### config.mk
export PLATFORM = sky130hd
export DESIGN_NAME = lpixm_to_lpixs_bridge_v2_flat
export DESIGN_NICKNAME = d
export VERILOG_FILES = /design/src/rtl/lpixm_to_lpixs_bridge_v2_pkg.sv /design/src/rtl/lpixm_to_lpixs_bridge_v2_if.sv /design/src/rtl/lpixm_bridge_fifo.sv /design/src/rtl/lpixm_to_lpixs_bridge_v2.sv /design/src/flat_wrapper.sv
export SDC_FILE = /design/constraint.sdc
export NUM_CORES = 1
export LEC_CHECK = 0
export BUFFER_PORTS_ARGS = -buffer_cell sky130_fd_sc_hd__buf_2
export CORE_ASPECT_RATIO = 0.7
export CORE_MARGIN = 2
export CORE_UTILIZATION = 61
export DETAILED_ROUTE_END_ITERATION = 6
export GPL_ROUTABILITY_DRIVEN = 0
export PLACE_DENSITY = 0.85
export SYNTH_ARGS = -nofsm -noshare
export SYNTH_HDL_FRONTEND = slang
export SYNTH_SLANG_ARGS = --single-unit
### constraint.sdc
create_clock -name clk -period 9.44 [get_ports clk]
set_input_delay 0.472 -clock clk [delete_from_list [all_inputs] [get_ports clk]]
set_output_delay 0.472 -clock clk [all_outputs]
set_load 0.02 [all_outputs]
### src/rtl/lpixm_to_lpixs_bridge_v2_pkg.sv
// Shared widths, burst encodings and parcel-size helpers for the LPIXM->LPIXS bridge.
package lpixm_to_lpixs_bridge_v2_pkg;

  localparam int LPI_READY_NOW = 0;

  localparam int BW_LEN   = 8;
  localparam int BW_SIZE  = 3;
  localparam int BW_BURST = 2;

  typedef enum logic [BW_BURST-1:0] {
    BURST_FIXED = 2'd0,
    BURST_INCR  = 2'd1,
    BURST_WRAP  = 2'd2
  } lpi_burst_e;

  function automatic int bw_nz(input int w);
    return (w < 1) ? 1 : w;
  endfunction

  // {write, len, size, burst, byte_enable, wdata, addr}; burden is appended by the user
  function automatic int bw_lpixm_qparcel(input int ba, input int bd);
    return 1 + BW_LEN + BW_SIZE + BW_BURST + bd/8 + bd + ba;
  endfunction

  function automatic int bw_lpixm_yparcel(input int bd);
    return bd;
  endfunction

  function automatic int bw_lpixs_qparcel(input int ba, input int bd);
    return bw_lpixm_qparcel(ba, bd);
  endfunction

  function automatic int bw_lpixs_yparcel(input int bd);
    return bw_lpixm_yparcel(bd);
  endfunction

  // FIFO pointer index width; a depth-1 queue still gets one index bit
  function automatic int fifo_aw(input int depth);
    return (depth > 1) ? $clog2(depth) : 1;
  endfunction

endpackage

### src/rtl/lpixm_to_lpixs_bridge_v2_if.sv
// LPI request/response port bundle; the master modport drives requests, the slave modport answers.
interface lpixm_to_lpixs_bridge_v2_if #(
  parameter int BW_ADDR       = 32,
  parameter int BW_DATA       = 32,
  parameter int BW_LPI_BURDEN = 1
);
  localparam int BW_NZ = lpixm_to_lpixs_bridge_v2_pkg::bw_nz(BW_LPI_BURDEN);
  localparam int BW_Q  = lpixm_to_lpixs_bridge_v2_pkg::bw_lpixm_qparcel(BW_ADDR, BW_DATA) + BW_NZ;
  localparam int BW_Y  = lpixm_to_lpixs_bridge_v2_pkg::bw_lpixm_yparcel(BW_DATA) + BW_NZ;

  logic [1:0]      q_ready;
  logic            q_valid;
  logic            q_last;
  logic [BW_Q-1:0] q_parcel;
  logic [1:0]      y_ready;
  logic            y_valid;
  logic [BW_Y-1:0] y_parcel;

  modport master (input q_ready, output q_valid, q_last, q_parcel,
                  output y_ready, input y_valid, y_parcel);
  modport slave  (output q_ready, input q_valid, q_last, q_parcel,
                  input y_ready, output y_valid, y_parcel);
endinterface

### src/rtl/lpixm_bridge_fifo.sv
// Synchronous FIFO with wrap-bit pointers and a synchronous flush.
module lpixm_bridge_fifo
  import lpixm_to_lpixs_bridge_v2_pkg::*;
#(
  parameter int WIDTH = 8,
  parameter int DEPTH = 4
) (
  input  logic                     clk,
  input  logic                     rstnn,
  input  logic                     clear,
  input  logic                     push,
  input  logic                     pop,
  input  logic [WIDTH-1:0]         wdata,
  output logic [WIDTH-1:0]         rdata,
  output logic                     full,
  output logic                     empty,
  output logic [fifo_aw(DEPTH):0]  count
);
  localparam int AW = fifo_aw(DEPTH);

  logic [WIDTH-1:0] mem [1<<AW];
  logic [AW:0]      wp, rp;
  logic             do_push, do_pop;

  assign count   = wp - rp;
  assign empty   = (wp == rp);
  assign full    = (count == (AW+1)'(DEPTH));
  assign do_push = push & ~full;
  assign do_pop  = pop & ~empty;
  assign rdata   = mem[rp[AW-1:0]];

  always_ff @(posedge clk or negedge rstnn) begin
    if (!rstnn) begin
      wp <= '0;
      rp <= '0;
    end else if (clear) begin
      wp <= '0;
      rp <= '0;
    end else begin
      if (do_push) wp <= wp + (AW+1)'(1);
      if (do_pop)  rp <= rp + (AW+1)'(1);
    end
  end

  always_ff @(posedge clk) begin
    if (do_push) mem[wp[AW-1:0]] <= wdata;
  end

endmodule

### src/rtl/lpixm_to_lpixs_bridge_v2.sv
// LPIXM->LPIXS bridge: burst framing, bounded outstanding transactions, burden restored on responses.
// Optional burst-legality checker enabled by defining LPIXM_BRIDGE_ERROR_CHECK_EN.
module lpixm_to_lpixs_bridge_v2
  import lpixm_to_lpixs_bridge_v2_pkg::*;
#(
  parameter int BW_ADDR         = 32,
  parameter int BW_DATA         = 32,
  parameter int BW_LPI_BURDEN   = 1,
  parameter int HEADER_DEPTH    = 4,
  parameter int MAX_OUTSTANDING = 8
) (
  input  logic clk,
  input  logic rstnn,
  input  logic enable,
  input  logic clear,
  lpixm_to_lpixs_bridge_v2_if.slave  m_lpi,
  lpixm_to_lpixs_bridge_v2_if.master s_lpi,
  output logic error_detected
);
  localparam int BW_LPI_BURDEN_NZ = bw_nz(BW_LPI_BURDEN);
  localparam int BW_BE  = BW_DATA/8;
  localparam int BW_HDR = BW_LPI_BURDEN_NZ + 1 + BW_LEN + BW_SIZE + BW_BURST + BW_ADDR;
  localparam int BW_TRK = BW_LPI_BURDEN_NZ + 1 + BW_LEN;
  localparam int BW_Q   = bw_lpixs_qparcel(BW_ADDR, BW_DATA) + BW_LPI_BURDEN_NZ;
  localparam int BW_Y   = bw_lpixs_yparcel(BW_DATA) + BW_LPI_BURDEN_NZ;
  localparam int BW_OUT = $clog2(MAX_OUTSTANDING) + 1;

  logic [BW_LPI_BURDEN_NZ-1:0] m_burden, h_burden, t_burden;
  logic                        m_write, h_write, t_write;
  logic [BW_LEN-1:0]           m_len, h_len, t_len;
  logic [BW_SIZE-1:0]          m_size, h_size;
  logic [BW_BURST-1:0]         m_burst, h_burst;
  logic [BW_BE-1:0]            m_be;
  logic [BW_DATA-1:0]          m_wdata;
  logic [BW_ADDR-1:0]          m_addr, h_addr;

  logic [BW_HDR-1:0]                 hdr_head;
  logic [BW_TRK-1:0]                 trk_head;
  logic                              hdr_full, hdr_empty, trk_full, trk_empty;
  logic [fifo_aw(HEADER_DEPTH):0]    hdr_cnt;
  logic [fifo_aw(MAX_OUTSTANDING):0] trk_cnt;

  logic              sq_vld_r, sq_last_r;
  logic [BW_Q-1:0]   sq_parcel_r, beat_parcel;
  logic [BW_LEN-1:0] beat_rem, resp_cnt;
  logic [BW_OUT-1:0] outstanding;

  logic sq_valid, first_beat, beat_last, credit_ok, mq_ready_now, sy_ready_now;
  logic fire_m, fire_s, fire_y, hdr_pop, trk_pop, y_final;

  assign {m_burden, m_write, m_len, m_size, m_burst, m_be, m_wdata, m_addr} = m_lpi.q_parcel;
  assign {h_burden, h_write, h_len, h_size, h_burst, h_addr} = hdr_head;
  assign {t_burden, t_write, t_len} = trk_head;

  // Request side: one registered output stage fed by first or continuation beats
  assign first_beat = (beat_rem == '0);
  assign beat_last  = first_beat ? (~m_write | (m_len == '0)) : (beat_rem == BW_LEN'(1));
  assign beat_parcel = first_beat ? m_lpi.q_parcel
                                  : {h_burden, h_write, h_len, h_size, h_burst, m_be, m_wdata, h_addr};

  // Header-queue occupancy counts transactions not yet handed to the slave, so the sum never overruns the tracker
  assign credit_ok = ~first_beat |
                     (~hdr_full & ((int'(outstanding) + int'(hdr_cnt)) < MAX_OUTSTANDING));

  assign sq_valid     = sq_vld_r & enable;
  assign fire_s       = sq_valid & s_lpi.q_ready[LPI_READY_NOW];
  assign mq_ready_now = enable & ~clear & (~sq_valid | s_lpi.q_ready[LPI_READY_NOW]) & credit_ok;
  assign fire_m       = m_lpi.q_valid & mq_ready_now;
  assign hdr_pop      = fire_s & sq_last_r;

  assign m_lpi.q_ready  = {1'b0, mq_ready_now};
  assign s_lpi.q_valid  = sq_valid;
  assign s_lpi.q_last   = sq_last_r;
  assign s_lpi.q_parcel = sq_parcel_r;

  // Response side: tracker head supplies burden and the expected beat count
  assign sy_ready_now   = m_lpi.y_ready[LPI_READY_NOW] & ~trk_empty & enable;
  assign fire_y         = s_lpi.y_valid & sy_ready_now;
  assign y_final        = t_write | (resp_cnt == t_len);
  assign trk_pop        = fire_y & y_final;

  assign s_lpi.y_ready  = {1'b0, sy_ready_now};
  assign m_lpi.y_valid  = s_lpi.y_valid & ~trk_empty & enable;
  assign m_lpi.y_parcel = {t_burden, s_lpi.y_parcel[BW_DATA-1:0]};

  lpixm_bridge_fifo #(.WIDTH(BW_HDR), .DEPTH(HEADER_DEPTH)) u_hdr_q (
    .clk   (clk),
    .rstnn (rstnn),
    .clear (clear),
    .push  (fire_m & first_beat),
    .pop   (hdr_pop),
    .wdata ({m_burden, m_write, m_len, m_size, m_burst, m_addr}),
    .rdata (hdr_head),
    .full  (hdr_full),
    .empty (hdr_empty),
    .count (hdr_cnt)
  );

  lpixm_bridge_fifo #(.WIDTH(BW_TRK), .DEPTH(MAX_OUTSTANDING)) u_trk_q (
    .clk   (clk),
    .rstnn (rstnn),
    .clear (clear),
    .push  (hdr_pop),
    .pop   (trk_pop),
    .wdata ({h_burden, h_write, h_len}),
    .rdata (trk_head),
    .full  (trk_full),
    .empty (trk_empty),
    .count (trk_cnt)
  );

  always_ff @(posedge clk or negedge rstnn) begin
    if (!rstnn) begin
      sq_vld_r    <= 1'b0;
      sq_last_r   <= 1'b0;
      sq_parcel_r <= '0;
      beat_rem    <= '0;
      outstanding <= '0;
      resp_cnt    <= '0;
    end else if (clear) begin
      sq_vld_r    <= 1'b0;
      sq_last_r   <= 1'b0;
      sq_parcel_r <= '0;
      beat_rem    <= '0;
      outstanding <= '0;
      resp_cnt    <= '0;
    end else begin
      if (fire_m) begin
        sq_vld_r    <= 1'b1;
        sq_last_r   <= beat_last;
        sq_parcel_r <= beat_parcel;
        beat_rem    <= first_beat ? (m_write ? m_len : '0) : beat_rem - BW_LEN'(1);
      end else if (fire_s) begin
        sq_vld_r <= 1'b0;
      end
      if (hdr_pop && !trk_pop)      outstanding <= outstanding + BW_OUT'(1);
      else if (trk_pop && !hdr_pop) outstanding <= outstanding - BW_OUT'(1);
      if (fire_y) resp_cnt <= y_final ? '0 : resp_cnt + BW_LEN'(1);
    end
  end

`ifdef LPIXM_BRIDGE_ERROR_CHECK_EN
  logic [17:0] span, end_addr;
  logic        err_hit;

  assign span     = (18'(m_len) + 18'd1) << m_size;
  assign end_addr = 18'(m_addr[11:0]) + span;
  assign err_hit  = fire_m & first_beat &
                    (((m_burst == BURST_INCR) & (end_addr > 18'd4096)) |
                     ((m_burst == BURST_WRAP) & !(m_len inside {8'd1, 8'd3, 8'd7, 8'd15})));

  always_ff @(posedge clk or negedge rstnn) begin
    if (!rstnn)       error_detected <= 1'b0;
    else if (clear)   error_detected <= 1'b0;
    else if (err_hit) error_detected <= 1'b1;
  end
`else
  assign error_detected = 1'b0;
`endif

  logic unused_ok;
  assign unused_ok = ^{m_lpi.q_last, m_lpi.y_ready[1], s_lpi.q_ready[1],
                       s_lpi.y_parcel[BW_Y-1:BW_DATA], hdr_empty, trk_full, trk_cnt};

endmodule
### src/flat_wrapper.sv
// flat-port wrapper written by rule: the top's interface ports become plain ports
module lpixm_to_lpixs_bridge_v2_flat import lpixm_to_lpixs_bridge_v2_pkg::*;
#(
  parameter int BW_ADDR         = 32,
  parameter int BW_DATA         = 32,
  parameter int BW_LPI_BURDEN   = 1,
  parameter int HEADER_DEPTH    = 4,
  parameter int MAX_OUTSTANDING = 8
)
  (clk, rstnn, enable, clear, error_detected, m_lpi_q_ready, m_lpi_q_valid, m_lpi_q_last, m_lpi_q_parcel, m_lpi_y_ready, m_lpi_y_valid, m_lpi_y_parcel, s_lpi_q_ready, s_lpi_q_valid, s_lpi_q_last, s_lpi_q_parcel, s_lpi_y_ready, s_lpi_y_valid, s_lpi_y_parcel);
  lpixm_to_lpixs_bridge_v2_if #(.BW_ADDR(BW_ADDR), .BW_DATA(BW_DATA), .BW_LPI_BURDEN(BW_LPI_BURDEN)) m_lpi_i ();
  lpixm_to_lpixs_bridge_v2_if #(.BW_ADDR(BW_ADDR), .BW_DATA(BW_DATA), .BW_LPI_BURDEN(BW_LPI_BURDEN)) s_lpi_i ();
  input  logic clk;
  input  logic rstnn;
  input  logic enable;
  input  logic clear;
  output logic error_detected;
  output wire logic [$bits(m_lpi_i.q_ready)-1:0] m_lpi_q_ready;
  input wire logic [$bits(m_lpi_i.q_valid)-1:0] m_lpi_q_valid;
  input wire logic [$bits(m_lpi_i.q_last)-1:0] m_lpi_q_last;
  input wire logic [$bits(m_lpi_i.q_parcel)-1:0] m_lpi_q_parcel;
  input wire logic [$bits(m_lpi_i.y_ready)-1:0] m_lpi_y_ready;
  output wire logic [$bits(m_lpi_i.y_valid)-1:0] m_lpi_y_valid;
  output wire logic [$bits(m_lpi_i.y_parcel)-1:0] m_lpi_y_parcel;
  input wire logic [$bits(s_lpi_i.q_ready)-1:0] s_lpi_q_ready;
  output wire logic [$bits(s_lpi_i.q_valid)-1:0] s_lpi_q_valid;
  output wire logic [$bits(s_lpi_i.q_last)-1:0] s_lpi_q_last;
  output wire logic [$bits(s_lpi_i.q_parcel)-1:0] s_lpi_q_parcel;
  output wire logic [$bits(s_lpi_i.y_ready)-1:0] s_lpi_y_ready;
  input wire logic [$bits(s_lpi_i.y_valid)-1:0] s_lpi_y_valid;
  input wire logic [$bits(s_lpi_i.y_parcel)-1:0] s_lpi_y_parcel;
  assign m_lpi_q_ready = m_lpi_i.q_ready;
  assign m_lpi_i.q_valid = m_lpi_q_valid;
  assign m_lpi_i.q_last = m_lpi_q_last;
  assign m_lpi_i.q_parcel = m_lpi_q_parcel;
  assign m_lpi_i.y_ready = m_lpi_y_ready;
  assign m_lpi_y_valid = m_lpi_i.y_valid;
  assign m_lpi_y_parcel = m_lpi_i.y_parcel;
  assign s_lpi_i.q_ready = s_lpi_q_ready;
  assign s_lpi_q_valid = s_lpi_i.q_valid;
  assign s_lpi_q_last = s_lpi_i.q_last;
  assign s_lpi_q_parcel = s_lpi_i.q_parcel;
  assign s_lpi_y_ready = s_lpi_i.y_ready;
  assign s_lpi_i.y_valid = s_lpi_y_valid;
  assign s_lpi_i.y_parcel = s_lpi_y_parcel;
  lpixm_to_lpixs_bridge_v2 #(.BW_ADDR(BW_ADDR), .BW_DATA(BW_DATA), .BW_LPI_BURDEN(BW_LPI_BURDEN), .HEADER_DEPTH(HEADER_DEPTH), .MAX_OUTSTANDING(MAX_OUTSTANDING)) u_core (.clk(clk), .rstnn(rstnn), .enable(enable), .clear(clear), .m_lpi(m_lpi_i), .s_lpi(s_lpi_i), .error_detected(error_detected));
endmodule
* After elaboration in Yosys (flattened, before gate mapping)
Memory sizes are Yosys's and may differ from the RTL's.
Index checks and enable logic that the tools add are counted.
W data, S select, Z words.
** Storage, ports and cells
- Bits in registers :: 119
- Memory bits (writable) :: 268
- Input bits :: 127
- Output and inout bits :: 124
- Memories :: 2
** Cells by class
- Add/sub/neg operators :: 11
- Order comparisons :: 1
- Eq/ne operators :: 6
- Muxes and demuxes :: 31
- Bitwise gates (word level) :: 31
- Reduce and logical (&&, ||, !) cells :: 14
** Memories
- u_core.u_hdr_q.mem :: words 4, bits a word 47, rd ports 1, clocked after Yosys merged registers in 0, wr ports 1, RTL line lpixm_bridge_fifo.sv:21 : logic [WIDTH-1:0] mem [1<<AW];
- u_core.u_trk_q.mem :: words 8, bits a word 10, rd ports 1, clocked after Yosys merged registers in 0, wr ports 1, RTL line lpixm_bridge_fifo.sv:21
** Operators with widths (count)
- $mux W83 :: 3
- $mux W8 :: 7
- $lt A32 B5 Y1 const B :: 1
- $mux W4 :: 7
- $and A1 B1 Y1 :: 19
- $logic_not A8 Y1 :: 2
- $add A4 B1 Y4 const B :: 3
- $mux W3 :: 4
- $reduce_bool A2 Y1 :: 6
- $mux W1 :: 10
- $add A8 B1 Y8 const B :: 1
- $eq A8 B1 Y1 const B :: 1
- $eq A8 B8 Y1 :: 1
- $not A1 Y1 :: 8
- $sub A8 B1 Y8 const B :: 1
- $add A3 B1 Y3 const B :: 2
- $reduce_bool A3 Y1 :: 2
- $add A4 B3 Y5 :: 1
- $eq A4 B4 Y1 :: 1
- $eq A4 B4 Y1 const B :: 1
- $or A1 B1 Y1 :: 4
- $sub A4 B1 Y4 const B :: 1
- $sub A4 B4 Y4 :: 1
- $eq A3 B3 Y1 :: 1
- other kinds (4) :: 6

* Longest topological paths before layout
- Depth in word-level cells :: 11
- Gate-level depth with buffers :: 15

* By module
From an unflattened synthesis, not the netlist that was laid out.
** Second synthesis, totals
- Cell total of the unflattened synthesis :: 1092
- Area, all modules :: 16674.7 um^2
** By module, submodules not included
- lpixm_bridge_fifo (u_core.u_hdr_q) :: instances 1, cells an instance 290, area each 7230.7 um^2, seq. area each 5795.6 um^2
- lpixm_to_lpixs_bridge_v2 :: instances 1, cells an instance 591, area each 5731.7 um^2, seq. area each 2627.5 um^2
- lpixm_bridge_fifo (u_core.u_trk_q) :: instances 1, cells an instance 211, area each 3712.3 um^2, seq. area each 2602.5 um^2

* Worst setup path before layout
Ideal clock, no wire load.
- Path type :: register to register
- From :: register u_core.u_hdr_q.rp[1]
- To :: memory u_core.u_hdr_q.mem[3][0] in the netlist's numbering, enable pin
- Setup time :: 0.411 ns
- Data arrival time :: 4.179 ns
- Setup slack :: 4.850 ns
- Stages on the path, launching flop included :: 13
- Buffers on the path :: 3
- Clock period less this slack :: 4.590 ns
- Cells stage by stage :: dfrtp_1 > buf_1 > clkbuf_1 > inv_1 > fa_1 > xnor3_1 > ha_1 > o21ai_0 > a31o_1 > and3_1 > and3_1 > clkbuf_1 > and2_1
** On the way
- Word-level cells in the longest chain between the ends :: 11
- Elaborated cells on any way between the ends :: 13
- Classes of those cells :: add/sub: 2; order compare: 1; eq/ne: 1; mux: 2; bitwise: 7
** RTL lines
- from (decl) :: RTL line lpixm_bridge_fifo.sv:22 : logic [AW:0] wp, rp;
- from (signal assigned) :: RTL line lpixm_bridge_fifo.sv:41 : if (do_pop) rp <= rp + (AW+1)'(1);
- $sub A3 B3 Y3 * :: RTL line lpixm_bridge_fifo.sv:25 : assign count = wp - rp;
- $add A4 B3 Y5 or $eq A3 B3 Y1 (tied branches) :: RTL line lpixm_to_lpixs_bridge_v2.sv:63, lpixm_bridge_fifo.sv:27
- $lt A32 B5 Y1 or $not A1 Y1 (tied branches) :: RTL line lpixm_to_lpixs_bridge_v2.sv:63, lpixm_bridge_fifo.sv:28
- $and A1 B1 Y1 :: RTL line lpixm_to_lpixs_bridge_v2.sv:63 : (~hdr_full & ((int'(outstanding) + int'(hdr_cnt)) < MAX_OUTSTANDING));
- $or A1 B1 Y1 :: RTL line lpixm_to_lpixs_bridge_v2.sv:62 : assign credit_ok = ~first_beat |
- $and A1 B1 Y1 :: RTL line lpixm_to_lpixs_bridge_v2.sv:67 : assign mq_ready_now = enable & ~clear & (~sq_valid | s_lpi.q_ready[LPI_READY_NOW]) & credit_ok;
- $and A1 B1 Y1 :: RTL line lpixm_to_lpixs_bridge_v2.sv:68 : assign fire_m = m_lpi.q_valid & mq_ready_now;
- $and A1 B1 Y1 :: RTL line lpixm_to_lpixs_bridge_v2.sv:90 : .push (fire_m & first_beat),
- $and A1 B1 Y1 * :: RTL line lpixm_bridge_fifo.sv:28 : assign do_push = push & ~full;
- $mux W1 * :: RTL line lpixm_bridge_fifo.sv:46 : if (do_push) mem[wp[AW-1:0]] <= wdata;
- $mux W1 (not written as such) * :: RTL line lpixm_bridge_fifo.sv:46
- to (decl) :: RTL line lpixm_bridge_fifo.sv:21
Mark *: on every way between the ends. The rest lies on a longest branch, timed or not.

* Worst setup path in the final report
- From :: register u_core.u_trk_q.rp[0]
- To :: register u_core.outstanding[3]
** On the way
- Word-level cells in the longest chain between the ends :: 10
- Elaborated cells on any way between the ends :: 15
- Classes of those cells :: eq/ne: 2; mux: 2; bitwise: 6; reduce/logical: 4; memory: 1
** RTL lines
- from (decl) :: RTL line lpixm_bridge_fifo.sv:22
- from (signal assigned) :: RTL line lpixm_bridge_fifo.sv:41
- parallel branches: the longest is 5 deep, another holds $mem_v2 Z8 W10
- $and A1 B1 Y1 * :: RTL line lpixm_to_lpixs_bridge_v2.sv:80 : assign trk_pop = fire_y & y_final;
- $logic_not A1 Y1 :: RTL line lpixm_to_lpixs_bridge_v2.sv:136 : if (hdr_pop && !trk_pop) outstanding <= outstanding + BW_OUT'(1);
- $logic_and A1 B1 Y1 :: RTL line lpixm_to_lpixs_bridge_v2.sv:136
- $mux W4 :: RTL line lpixm_to_lpixs_bridge_v2.sv:136
- $mux W4 :: RTL line lpixm_to_lpixs_bridge_v2.sv:120 : end else if (clear) begin
- to (signal assigned) :: RTL line lpixm_to_lpixs_bridge_v2.sv:136
- to (signal assigned) :: RTL line lpixm_to_lpixs_bridge_v2.sv:137 : else if (trk_pop && !hdr_pop) outstanding <= outstanding - BW_OUT'(1);
- to (decl) :: RTL line lpixm_to_lpixs_bridge_v2.sv:46 : logic [BW_OUT-1:0] outstanding;
Every way passes the cells marked *.
A chain may end at the register's enable or synchronous reset.

==> results.txt <==
----------------------------------------------------
[Route]
  Number of nets with antenna violations after routing ... 0
  Total via count after detailed routing ... 9711
  Total Wirelength ... 35.6 mm
  Total iterations of the first detailed-routing run ... 5
  WL per Instance ... 22.2 um
  Residual DRC ... 0
  Routed vias/inst ... 6.06
  DRC marker count from the first detailed-route iteration ... 1006

[Clock network]
  Clock Tree Buf Depth ... 3
  Post-CTS sizing ... 0
  Post-CTS repair timing setup buffer count ... 0
  Clk pin slew, worst setup/hold paths ... 0.07 ns
  Hold buffer count at cts ... 0
  CTS tree ... built
  Number of buffers created by CTS ... 36
  Depth of the CTS H-tree ... 2
  Root cell of the clock tree ... clkbuf_16
  Clock insertion delay at the later pin of the skew report ... 0.53 ns
  Num Clock Sinks ... 387

[Yosys]
  Number of storage elements in the synthesis netlist ... 387
  Top_reg_cell synth ... edfxtp_1
  Share of synthesized flip-flops with an asynchronous set or reset ... 30.7%
  Netlist area before placement ... 16400 um2
  Average cell area after synthesis ... 15.3 um2
  Post-Syn Instances ... 1073
  Cell types with the highest counts after synthesis ... edfxtp_1, dfrtp_1, o21ai_1, mux2i_1, mux4_2
  Synth top area share ... 49.0%
  Number of synthesized flops with an enable pin ... 268
  Number of warnings issued by yosys ... 0
  Top cells by area in the synthesized netlist ... edfxtp_1, dfrtp_1, mux4_2
  Cell with the most instances after synthesis ... edfxtp_1
  Library cell with the largest summed area after synthesis ... edfxtp_1
  Distinct cells, synth ... 62
  Sequential fraction of the synthesis area ... 67.1%

[Global route]
  Number of antenna violations at the first check in global routing ... 6
  Global route total overflow ... 0
  Pin count of the biggest net entering global routing ... 109
  Gr usage total ... 25.9%
  First-pass GRT wire length ... 56.4 mm
  Via count of the first global-routing pass ... 10000

[Timing]
  Setup Total Neg Slack ... 0 ns
  Final Hold Violating Endpoints ... 4
  Normalized max-slew margin ... 16.2%
  Measured slew at the worst slew-check pin ... 1.25 ns
  Maximum frequency from static timing analysis ... 251 MHz
  Number of setup violations in the final report ... 0
  Time the final worst path needs with I/O delays and setup ... 3.99 ns
  Post-route worst hold slack ... -0.0220 ns
  Setup repair after global routing missed its margin ... false
  Period utilization ... 42.3%
  Final Slew Violations ... 0
  Post-route clock skew ... 0.0171 ns

[Cells and area]
  Cell area after layout ... 18500 um2
  Area growth from synthesis to layout ... 12.9%
  Final core area utilization ... 69.8%
  Ratio of cells with drive above 1 in the final layout ... 25.9%
  Final-stage net count ... 1358

[Power]
  Standby leakage power ... 7.15 nW
  Design internal power ... 0.00290 W
  Maximum ir drop on the vdd rail ... 0.179 mV
  Combinational fraction of design power ... 14.3%
  Power share of the sequential group ... 49.4%
  Pwr dens ... 210 nW/um2
  Share of power burned in the clock network ... 36.3%
  Net Sw Frac ... 25.4%
  Post-layout total power ... 0.00389 W
  Switching power ... 0.000989 W

[Die]
  Die area ... 28300 um2
  Row count ... 50
  Area of the core ... 26600 um2
  Starting utilization of the core area ... 61.8%
  Horiz. Die Dim ... 200 um
  Height of the die ... 141 um
  Number of top-level design ports ... 251

[Job]
  # Max-Cap Violations ... 0

[Critical path]
  Worst setup path class ... reg2reg
  R2R Path Start ... u_core.u_trk_q.rp[0]
  End of the worst register-to-register path ... u_core.outstanding[3]
  Critical path fanouts, max ... 32
  CP required ... 9.82 ns
  Logic depth of the worst register-to-register path ... 14
  Crit path DAT ... 4.37 ns
  Startpoint class of the critical path ... register
  Reg2Reg Setup Slack ... 5.45 ns
  Setup crit end kind ... register

[Worst hold path]
  Path type of the worst min-delay path ... in2async

[Placed design]
  Area after detailed placement ... 17400 um2
  Port Buffers ... 179
  DP Wirelength ... 21.9 mm

[Status]
  Violations in the final reports ... hold timing
  Result of the run ... finished, violations left

----------------------------------------------------
[per-layer routing]
layer	vias to the layer above	wire, um	GRT usage [%]
li1	4280	-	-
met1	4874	14700	36.6
met2	463	16700	40.3
met3	82	3300	6.84
met4	12	736	7.54
met5	-	103	1.02
[placed cells by master, fill, tap and decap left out, drive strengths merged, types with 2 or more instances in the layout]
cell type / netlist / final
nand3b: 53 / 53
xnor2: 8 / 8
nand4: 2 / 2
a21o: 3 / 3
nor2b: 6 / 6
edfxtp: 268 / 268
nor3b: 2 / 2
a21boi: 3 / 3
mux4: 59 / 59
or3: 3 / 3
nand3: 8 / 8
xor2: 8 / 8
a31oi: 4 / 4
and2: 10 / 10
mux2i: 71 / 71
dfrtp: 119 / 119
a21oi: 20 / 20
ha: 19 / 19
inv: 15 / 17
a22oi: 12 / 12
buf: 50 / 190
o21a: 2 / 2
o31ai: 2 / 2
nand2: 55 / 55
and3: 13 / 13
o21ai: 101 / 101
nand2b: 42 / 42
clkbuf: 43 / 55
nor4: 4 / 4
clkinv: 0 / 7
mux2: 2 / 2
fa: 2 / 2
nor3: 14 / 14
nor2: 36 / 36
conb: 1 / 3
o22ai: 2 / 2
[area by class of cell]
| type | count | area, um2 |
|---|---|---|
| clock inverters | 11 | 86.3 |
| repair buffers | 190 | 983 |
| clock buffers | 55 | 1050 |
| inverters | 15 | 56.3 |
| diodes | 1 | 2.50 |
| multi-input cells | 580 | 4880 |
| well taps | 364 | 455 |
| flip-flops and latches | 387 | 11000 |
| fillers | 1723 | 8040 |
[critical path, stage by stage, from the launching register on]
cell	delay [ns]
dfrtp_1	0.32
buf_4	0.46
mux4_2	0.61
mux2i_1	0.38
xor2_1	0.22
nand4_2	0.17
o31a_4	0.37
o21ai_4	0.21
ha_1	0.27
a21o_1	0.18
a21o_1	0.19
nand2_1	0.08
a21oi_1	0.06
nor3_1	0.23
nor3_2	0.07
[registers in the layout, summed over array words and instances (netlist names)]
name and count:
u_core.beat_rem 8, u_core.outstanding 4, u_core.resp_cnt 8, u_core.s_lpi.q_last 1, u_core.s_lpi.q_parcel 83, u_core.sq_vld_r 1
u_core.u_hdr_q.mem 188, u_core.u_hdr_q.rp 3, u_core.u_hdr_q.wp 3, u_core.u_trk_q.mem 80, u_core.u_trk_q.rp 4, u_core.u_trk_q.wp 4
[metrics by stage]
| step | instances | hold slack (ns) | worst slack [ns] |
|---|---|---|---|
| after global placement | 1536 | 0.494 | 5.53 |
| after floorplan | 1075 | 0.176 | 4.85 |
| after CTS | 1602 | 0.00683 | 5.37 |
| after detailed placement | 1536 | 0.498 | 5.39 |
| final | 1603 | -0.0220 | 5.45 |
| after global routing | 1602 | 0.0418 | 5.21 |
[power by group through the flow]
stage                     clock [W]  combinational, W  sequential (W)
after floorplan                   0          0.000347         0.00199
after global placement            0          0.000543         0.00195
after detailed placement          0          0.000557         0.00195
after CTS                   0.00143          0.000562         0.00192
after global routing        0.00149          0.000603         0.00192
final                       0.00141          0.000557         0.00192
[logic make-up (layout without fill, tap and decap cells)]
kind of cell               after synthesis  in the layout  share of synthesized area (%)
DFF                                    387            387                           67.1
and+or+nand+nor                        251            251                           8.68
AOI/OAI and AO/OA                      156            156                           5.48
adders and majority gates               21             21                           1.69
muxes                                  132            132                           12.6
buffers and inverters                  108            271                           3.46
other                                    1              4                         0.0228
xor gates and xnor gates                17             17                          0.990
[how the worst max path moves through the flow]
| stage | from | endpoint |
|---|---|---|
| 2_1_floorplan | u_core.u_hdr_q.rp[1] | u_core.u_hdr_q.mem[3][0] |
| 5_1_grt | u_core.u_hdr_q.rp[0] | u_core.beat_rem[2] |
| 4_1_cts | u_core.u_hdr_q.rp[0] | u_core.u_hdr_q.wp[2] |
| 3_5_place_dp | u_core.u_hdr_q.rp[0] | u_core.u_hdr_q.wp[2] |
| 6_report | u_core.u_trk_q.rp[0] | u_core.outstanding[3] |
| 3_3_place_gp | u_core.u_hdr_q.rp[0] | u_core.u_hdr_q.mem[3][18] |
Note: power is estimated with default switching activity, not from simulation.
